**src/rtl/fetch_pkg.sv**
```systemverilog
// Shared types and constants for the instruction-fetch front end.
package fetch_pkg;

  localparam int XLEN = 32;

  typedef enum logic [1:0] {
    S_BOOT,
    S_FETCH,
    S_HALT
  } fetch_state_t;

  typedef struct packed {
    logic [31:0]     inst;
    logic [XLEN-1:0] pc;
  } fetch_entry_t;

  localparam logic [31:0] NOP_INST = 32'h0000_0013;

endpackage

```
**src/rtl/fetch_fifo.sv**
```systemverilog
// Small synchronous FIFO holding fetched {instruction, pc} entries.
// The head is read straight from registered storage, so there is no
// combinational path from push data to the head output.
module fetch_fifo #(
  parameter int WIDTH = 64,
  parameter int DEPTH = 4
) (
  input  logic                   clk,
  input  logic                   rst,
  input  logic                   push,
  input  logic [WIDTH-1:0]       push_data,
  input  logic                   pop,
  input  logic                   flush,
  output logic [WIDTH-1:0]       head,
  output logic                   full,
  output logic                   empty,
  output logic [$clog2(DEPTH):0] count
);

  localparam int AW = $clog2(DEPTH);
  localparam int CW = AW + 1;

  logic [WIDTH-1:0] mem [DEPTH];
  logic [AW-1:0]    wr_ptr;
  logic [AW-1:0]    rd_ptr;
  logic             do_push;
  logic             do_pop;

  assign empty   = (count == '0);
  assign full    = (count == CW'(DEPTH));
  assign do_pop  = pop && !empty;
  assign do_push = push && (!full || do_pop);
  assign head    = mem[rd_ptr];

  // Pointer and occupancy bookkeeping; flush empties the buffer in one cycle.
  always_ff @(posedge clk or posedge rst) begin
    if (rst) begin
      wr_ptr <= '0;
      rd_ptr <= '0;
      count  <= '0;
    end else if (flush) begin
      wr_ptr <= '0;
      rd_ptr <= '0;
      count  <= '0;
    end else begin
      if (do_push) wr_ptr <= wr_ptr + 1'b1;
      if (do_pop)  rd_ptr <= rd_ptr + 1'b1;
      case ({do_push, do_pop})
        2'b10:   count <= count + CW'(1);
        2'b01:   count <= count - CW'(1);
        default: count <= count;
      endcase
    end
  end

  // Entry storage.
  // NOTE: storage has no reset; count/empty decide which entries are meaningful.
  always_ff @(posedge clk) begin
    if (do_push) mem[wr_ptr] <= push_data;
  end

endmodule

```
**src/rtl/fetch_unit.sv**
```systemverilog
// Sequential instruction-fetch stage: credit-limited in-order requests to a
// wait-state instruction memory, response buffering, valid/ready hand-off to
// decode, and redirect handling that discards every stale in-flight fetch.
module fetch_unit import fetch_pkg::*; #(
  parameter int              XLEN         = 32,
  parameter logic [XLEN-1:0] RESET_VECTOR = '0,
  parameter int              FIFO_DEPTH   = 4
) (
  input  logic            clk,
  input  logic            rst,
  input  logic            halt,
  output logic            imem_req_valid,
  input  logic            imem_req_ready,
  output logic [XLEN-1:0] imem_req_addr,
  input  logic            imem_rsp_valid,
  input  logic [31:0]     imem_rsp_data,
  input  logic            redirect_valid,
  input  logic [XLEN-1:0] redirect_target,
  output logic            inst_valid,
  input  logic            inst_ready,
  output logic [31:0]     inst,
  output logic [XLEN-1:0] inst_pc,
  output logic [XLEN-1:0] inst_pc_plus4
);

  localparam int CW = $clog2(FIFO_DEPTH) + 1;
  localparam int EW = 32 + XLEN;

  logic            rst_i;
  fetch_state_t    state;
  logic [XLEN-1:0] fetch_pc;
  logic [XLEN-1:0] rsp_pc;
  logic [CW-1:0]   outstanding;
  logic [CW-1:0]   outstanding_nxt;
  logic [CW-1:0]   drop_cnt;
  logic [CW-1:0]   fifo_count;
  logic [CW:0]     in_use;
  logic            req_fire;
  logic            redir;
  logic            rsp_accept;
  logic            fifo_push;
  logic            fifo_pop;
  logic            fifo_full;
  logic            fifo_empty;
  logic [XLEN-1:0] redir_pc;
  logic [EW-1:0]   head;
  logic            unused_target_lsbs;

  // Reset asserts asynchronously and is released on a clock edge.
  always_ff @(posedge clk or posedge rst) begin
    if (rst) rst_i <= 1'b1;
    else     rst_i <= 1'b0;
  end

  // Credit: every in-flight request and buffered entry owns one FIFO slot.
  assign in_use         = {1'b0, outstanding} + {1'b0, fifo_count};
  assign imem_req_valid = (state == S_FETCH) && (in_use < (CW + 1)'(FIFO_DEPTH));
  assign imem_req_addr  = fetch_pc;
  assign req_fire       = imem_req_valid && imem_req_ready;

  // Redirects are ignored during the boot cycle.
  assign redir              = redirect_valid && (state != S_BOOT);
  assign redir_pc           = {redirect_target[XLEN-1:2], 2'b00};
  assign unused_target_lsbs = ^redirect_target[1:0];

  // Beats arriving with nothing outstanding belong to pre-reset traffic.
  assign rsp_accept = imem_rsp_valid && (outstanding != '0) && (drop_cnt == '0) && !redir;
  assign fifo_push  = rsp_accept && !fifo_full;
  assign fifo_pop   = inst_valid && inst_ready && !redir;

  // In-flight count after this cycle's request and response events.
  // NOTE: blocking '=' in always_comb, '<=' for every flop; the leading default avoids a latch.
  always_comb begin
    outstanding_nxt = outstanding;
    if (imem_rsp_valid && (outstanding != '0)) outstanding_nxt = outstanding_nxt - CW'(1);
    if (req_fire)                              outstanding_nxt = outstanding_nxt + CW'(1);
  end

  // Control FSM: one idle boot cycle, then fetch until halted.
  always_ff @(posedge clk or posedge rst_i) begin
    if (rst_i) begin
      state <= S_BOOT;
    end else begin
      case (state)
        S_BOOT:  state <= S_FETCH;
        S_FETCH: if (halt && (!imem_req_valid || imem_req_ready)) state <= S_HALT;
        S_HALT:  if (!halt) state <= S_FETCH;
        default: state <= S_BOOT;
      endcase
    end
  end

  // Fetch/response PCs and in-flight bookkeeping; redirect overrides everything.
  always_ff @(posedge clk or posedge rst_i) begin
    if (rst_i) begin
      fetch_pc    <= RESET_VECTOR;
      rsp_pc      <= RESET_VECTOR;
      outstanding <= '0;
      drop_cnt    <= '0;
    end else begin
      outstanding <= outstanding_nxt;
      if (redir) begin
        fetch_pc <= redir_pc;
        rsp_pc   <= redir_pc;
        drop_cnt <= outstanding_nxt;
      end else begin
        if (req_fire)   fetch_pc <= fetch_pc + XLEN'(4);
        if (rsp_accept) rsp_pc   <= rsp_pc + XLEN'(4);
        if (imem_rsp_valid && (drop_cnt != '0)) drop_cnt <= drop_cnt - CW'(1);
      end
    end
  end

  fetch_fifo #(
    .WIDTH(EW),
    .DEPTH(FIFO_DEPTH)
  ) u_fifo (
    .clk      (clk),
    .rst      (rst_i),
    .push     (fifo_push),
    .push_data({imem_rsp_data, rsp_pc}),
    .pop      (fifo_pop),
    .flush    (redir),
    .head     (head),
    .full     (fifo_full),
    .empty    (fifo_empty),
    .count    (fifo_count)
  );

  assign inst_valid    = !fifo_empty;
  assign inst          = inst_valid ? head[EW-1:XLEN] : 32'h0;
  assign inst_pc       = inst_valid ? head[XLEN-1:0] : '0;
  assign inst_pc_plus4 = inst_valid ? head[XLEN-1:0] + XLEN'(4) : '0;

endmodule

```
**config.mk**
```make
export PLATFORM = sky130hd
export DESIGN_NAME = fetch_unit
export DESIGN_NICKNAME = d
export VERILOG_FILES = /design/src/rtl/fetch_pkg.sv /design/src/rtl/fetch_fifo.sv /design/src/rtl/fetch_unit.sv
export SDC_FILE = /design/constraint.sdc
export NUM_CORES = 1
export LEC_CHECK = 0
export ABC_AREA = 1
export BUFFER_PORTS_ARGS = -buffer_cell sky130_fd_sc_hd__buf_2
export CORE_MARGIN = 2
export CORE_UTILIZATION = 43
export CTS_CLUSTER_SIZE = 30
export DETAILED_ROUTE_END_ITERATION = 12
export GPL_ROUTABILITY_DRIVEN = 0
export MAX_ROUTING_LAYER = met4
export SYNTH_ARGS = -nofsm -noshare
export SYNTH_HDL_FRONTEND = slang
export SYNTH_SLANG_ARGS = --single-unit
```
**constraint.sdc**
```tcl
create_clock -name clk -period 3.2 [get_ports clk]
set_clock_uncertainty 0.1 [all_clocks]
set_input_delay 0.16 -clock clk [delete_from_list [all_inputs] [get_ports clk]]
set_output_delay 0.16 -clock clk [all_outputs]
set_load 0.05 [all_outputs]
```
==> impl_metrics.py <==
metrics = {
    "clock_network": {
        "cts_tree": "built",
        "root_buffer": "clkbuf_16",
        "cts_buffer_depth": 3,
        "cts_buffers": 37,
        "clock_latency_ns": 0.53,
        "clk_pin_slew_ns": 0.06,
        "cts_sinks": 324,
        "htree_levels": 2,
    },
    "yosys": {
        "synth_async_sr_flop_share_pct": 23.46,
        "ys_ff_latch": 324,
        "synthesis.area_sq_mm": 0.01660,
        "yosysWarnings": 0,
        "ys_seq_area_share_pct": 56.31,
        "synth_ff_type": "edfxtp_1",
        "yosys.cell_types.count": 48,
        "avgSynthCellArea_sq_um": 8.515,
        "synth_edf_count": 248,
        "syn-instance-count": 1950,
    },
    "die": {
        "ioPinCount": 201,
        "die_x_microns": 200.5,
        "dieArea_sq_mm": 0.04020,
        "fp.dieH_microns": 200.5,
        "start_util_pct": 43.88,
        "core_area_sq_mm": 0.03784,
        "rows": 71,
    },
    "worst_setup_path": {
        "reg2reg_to": "imem_req_addr[7]",
        "critical_path_buf_inv_count": 3,
        "cp_max_fo": 6,
        "critPathRequiredTime_ns": 2.94,
        "worst-path-stages": 13,
        "critPathMostFrequentCell": "nand2_1",
        "arrival_ns": 2.82,
        "path_delay_family": "simple AND/OR/NAND/NOR gates",
        "critPathLaunchType": "flip-flop",
        "reg2reg_slack_ns": 0.43,
        "path_cells": "inv_12, nand2_1, nand2_1, nand2_1, nand2_2, ha_4, inv_1, nor2_4, nand2_4, nor2_4, nand2_2, a21oi_1, buf_2",
        "reg2reg_depth": 9,
        "cp_slowest_cell": "dfrtp_4",
        "endpoint_kind": "output port",
        "path_class": "flip-flop to output port",
        "timing.rr.start": "u_fifo.count[1]",
        "slowest_delay_ns": 0.57,
    },
    "global_route": {
        "grt_max_degree": 63,
        "grt_pass1_wl_microns": 70670,
        "antenna_found_initial": 0,
        "grt_usage_pct": 22.58,
        "grt_overflow": 0,
        "first_global_vias": 13370,
    },
    "route": {
        "wirelength_microns": 44880,
        "via_per_inst": 5.100,
        "route.detailed.drc": 0,
        "drtIter0Drc": 833,
        "ant_nets": 0,
        "drt_pass1_iterations": 5,
        "wl_per_cell_microns": 16.26,
        "vias": 14080,
    },
    "timing": {
        "period_minus_slack_ns": 3.076,
        "slew_headroom_pct": 54.23,
        "fin_crit_sh_pct": 96.13,
        "timing.fmax_ghz": 0.3251,
        "hold_viol_final": 0,
        "rsz0062_at_grt": "true",
        "worst_pin_slew_ns": 0.6865,
        "setup_viol_count_final": 0,
        "slew_violations": 0,
    },
    "power_and_ir_drop": {
        "p_leak_uw": 0.008667,
        "powerDensity_mw_per_mm2": 1070,
        "ir_drop_mv": 0.6853,
    },
    "place": {
        "dp_cells": 2607,
        "dpl.hpwl_microns": 29460,
        "io_buffers": 192,
        "dpl_cell_area_sq_mm": 0.01818,
    },
    "layout": {
        "nNetsFinal": 2308,
        "post_route_cells_drive_above_1_share_pct": 17.03,
        "stdcell_count": 2760,
        "final_area_sq_mm": 0.02056,
        "syn_to_final_growth_pct": 23.83,
        "antenna_cells": 0,
    },
    "run": {
        "drv_cap": 0,
    },
    "status": {
        "status": "completed",
    },
    "min_path": {
        "hold_path.class": "input pin to async pin",
    },
}
state kept, by name, indices dropped and copies added, names as in the netlist:
register / cells
u_fifo.wr_ptr: 2
u_fifo.count: 3
u_fifo.rd_ptr: 2
state: 2
u_fifo.mem: 248
rsp_pc: 30
drop_cnt: 3
imem_req_addr: 30
outstanding: 3
rst_i: 1
power breakdown:
part           switching [uW]  total, uW  internal (uW)
clock                    1650       4240           2580
sequential                877       6160           5290
combinational            8590      11600           3020
total                   11100      22000          10900
per-layer routing:
metal	vias to the layer above	routed length, microns	global-route usage, %
met5	-	0	-
met2	444	20750	35.99
met1	6569	20210	30.25
li1	6986	-	-
met4	0	1134	6.825
met3	78	2789	2.955
area by class of cell:
type / count / area (sq um)
Sequential cell: 324 / 9358
Clock inverter: 22 / 262.8
Inverter: 143 / 550.5
Tap cell: 511 / 639.4
Timing Repair inverter: 1 / 8.758
Multi-Input combinational cell: 1406 / 6494
Timing Repair Buffer: 309 / 2277
Fill cell: 3513 / 17280
Clock buffer: 44 / 972.2
what timing repair did:
item / CTS / global route
resized for setup: 20 / 60
cloned: 4 / 0
buffers inserted: 2 / 11
hold buffers: 70 / 0
pin swaps: 1 / 5
endpoints found under the hold margin: 195 / 0
setup endpoints to repair: 23 / 40
placed cells by master (no fill, tap or decap), drive strengths merged, types with 3 or more instances in the layout:
master       Yosys  routed
o211ai           5       5
inv            141     142
nor2           365     365
o31ai            3       3
xor2            19      19
nor3            31      31
nand3b           3       3
buf             52     234
nand4           20      20
nand3          122     122
ha              14      14
xnor2            6       6
a31oi           24      24
o21ai          112     112
nand2          576     576
bufinv           0       5
clkinv           2      17
clkbuf          31      47
edfxtp         248     248
a21oi           80      80
dlygate4sd3      0      70
a22oi            6       6
conb             1       7
dfrtp           75      75
per-stage QoR:
step | hold WS, ns | util, % | setup WS, ns | TNS (ns) | power [uW]
floorplan | -0.05030 | - | -0.4365 | -108.26 | 14330
global placement | 0.05367 | 48.05 | 0.1580 | 0 | 17010
detailed placement | 0.05784 | 48.05 | 0.06673 | 0 | 17160
CTS | 0.04243 | 53.68 | 0.001432 | 0 | 21810
global route | 0.07083 | 54.33 | -0.03256 | -0.09646 | 23370
finish | 0.06771 | 54.33 | 0.1238 | 0 | 22010
tightest hold or removal path, stage by stage:
cell           delay, ns
dlygate4sd3_1       0.53
buf_2               0.12
inv_1               0.04
synthesized netlist by cell type, types with 2 or more instances:
master	n	area share, %
a21oi_1	80	2.4
a22oi_1	6	0.27
a31oi_1	24	0.90
buf_1	15	0.34
buf_2	19	0.57
buf_4	11	0.50
buf_6	5	0.34
clkbuf_1	31	0.70
clkinv_1	2	0.045
dfrtp_1	75	11
edfxtp_1	248	45
ha_1	14	1.1
inv_1	136	3.1
inv_2	4	0.090
nand2_1	564	13
nand2_2	12	0.45
nand3_1	121	3.6
nand3b_1	3	0.14
nand4_1	20	0.75
nor2_1	348	7.9
nor2_2	14	0.53
nor2_4	3	0.20
nor3_1	30	0.90
o211ai_1	5	0.23
o21ai_0	110	3.3
o21ai_1	2	0.060
o22ai_1	2	0.075
o31ai_1	3	0.14
xnor2_1	6	0.32
xor2_1	19	1.0
worst max path at each step:
stage	start	endpoint	slack [ns]
finish	u_fifo.rd_ptr[0]	inst_pc_plus4[14]	0.12
global route	u_fifo.rd_ptr[0]	inst_pc_plus4[28]	-0.03
CTS	u_fifo.rd_ptr[0]	inst_pc_plus4[30]	0.001
detailed placement	u_fifo.count[1]	imem_req_addr[7]	0.07
global placement	u_fifo.count[1]	imem_req_addr[7]	0.16
floorplan	outstanding[0]	u_fifo.mem[0][10]	-0.44
cells by family (layout without fill, tap and decap cells):
logic type	count (synthesis)	in the layout	share of synthesized area, %
other	1	7	0.02258
flip-flops	324	324	56.31
buffers and inverters	226	519	5.908
adder cells (fa/ha/maj)	15	15	1.176
AO/OA/AOI/OAI	239	239	7.746
XOR/XNOR	25	25	1.319
AND/OR/NAND/NOR	1120	1120	27.52
No activity file was read; power rests on OpenSTA's default activity.
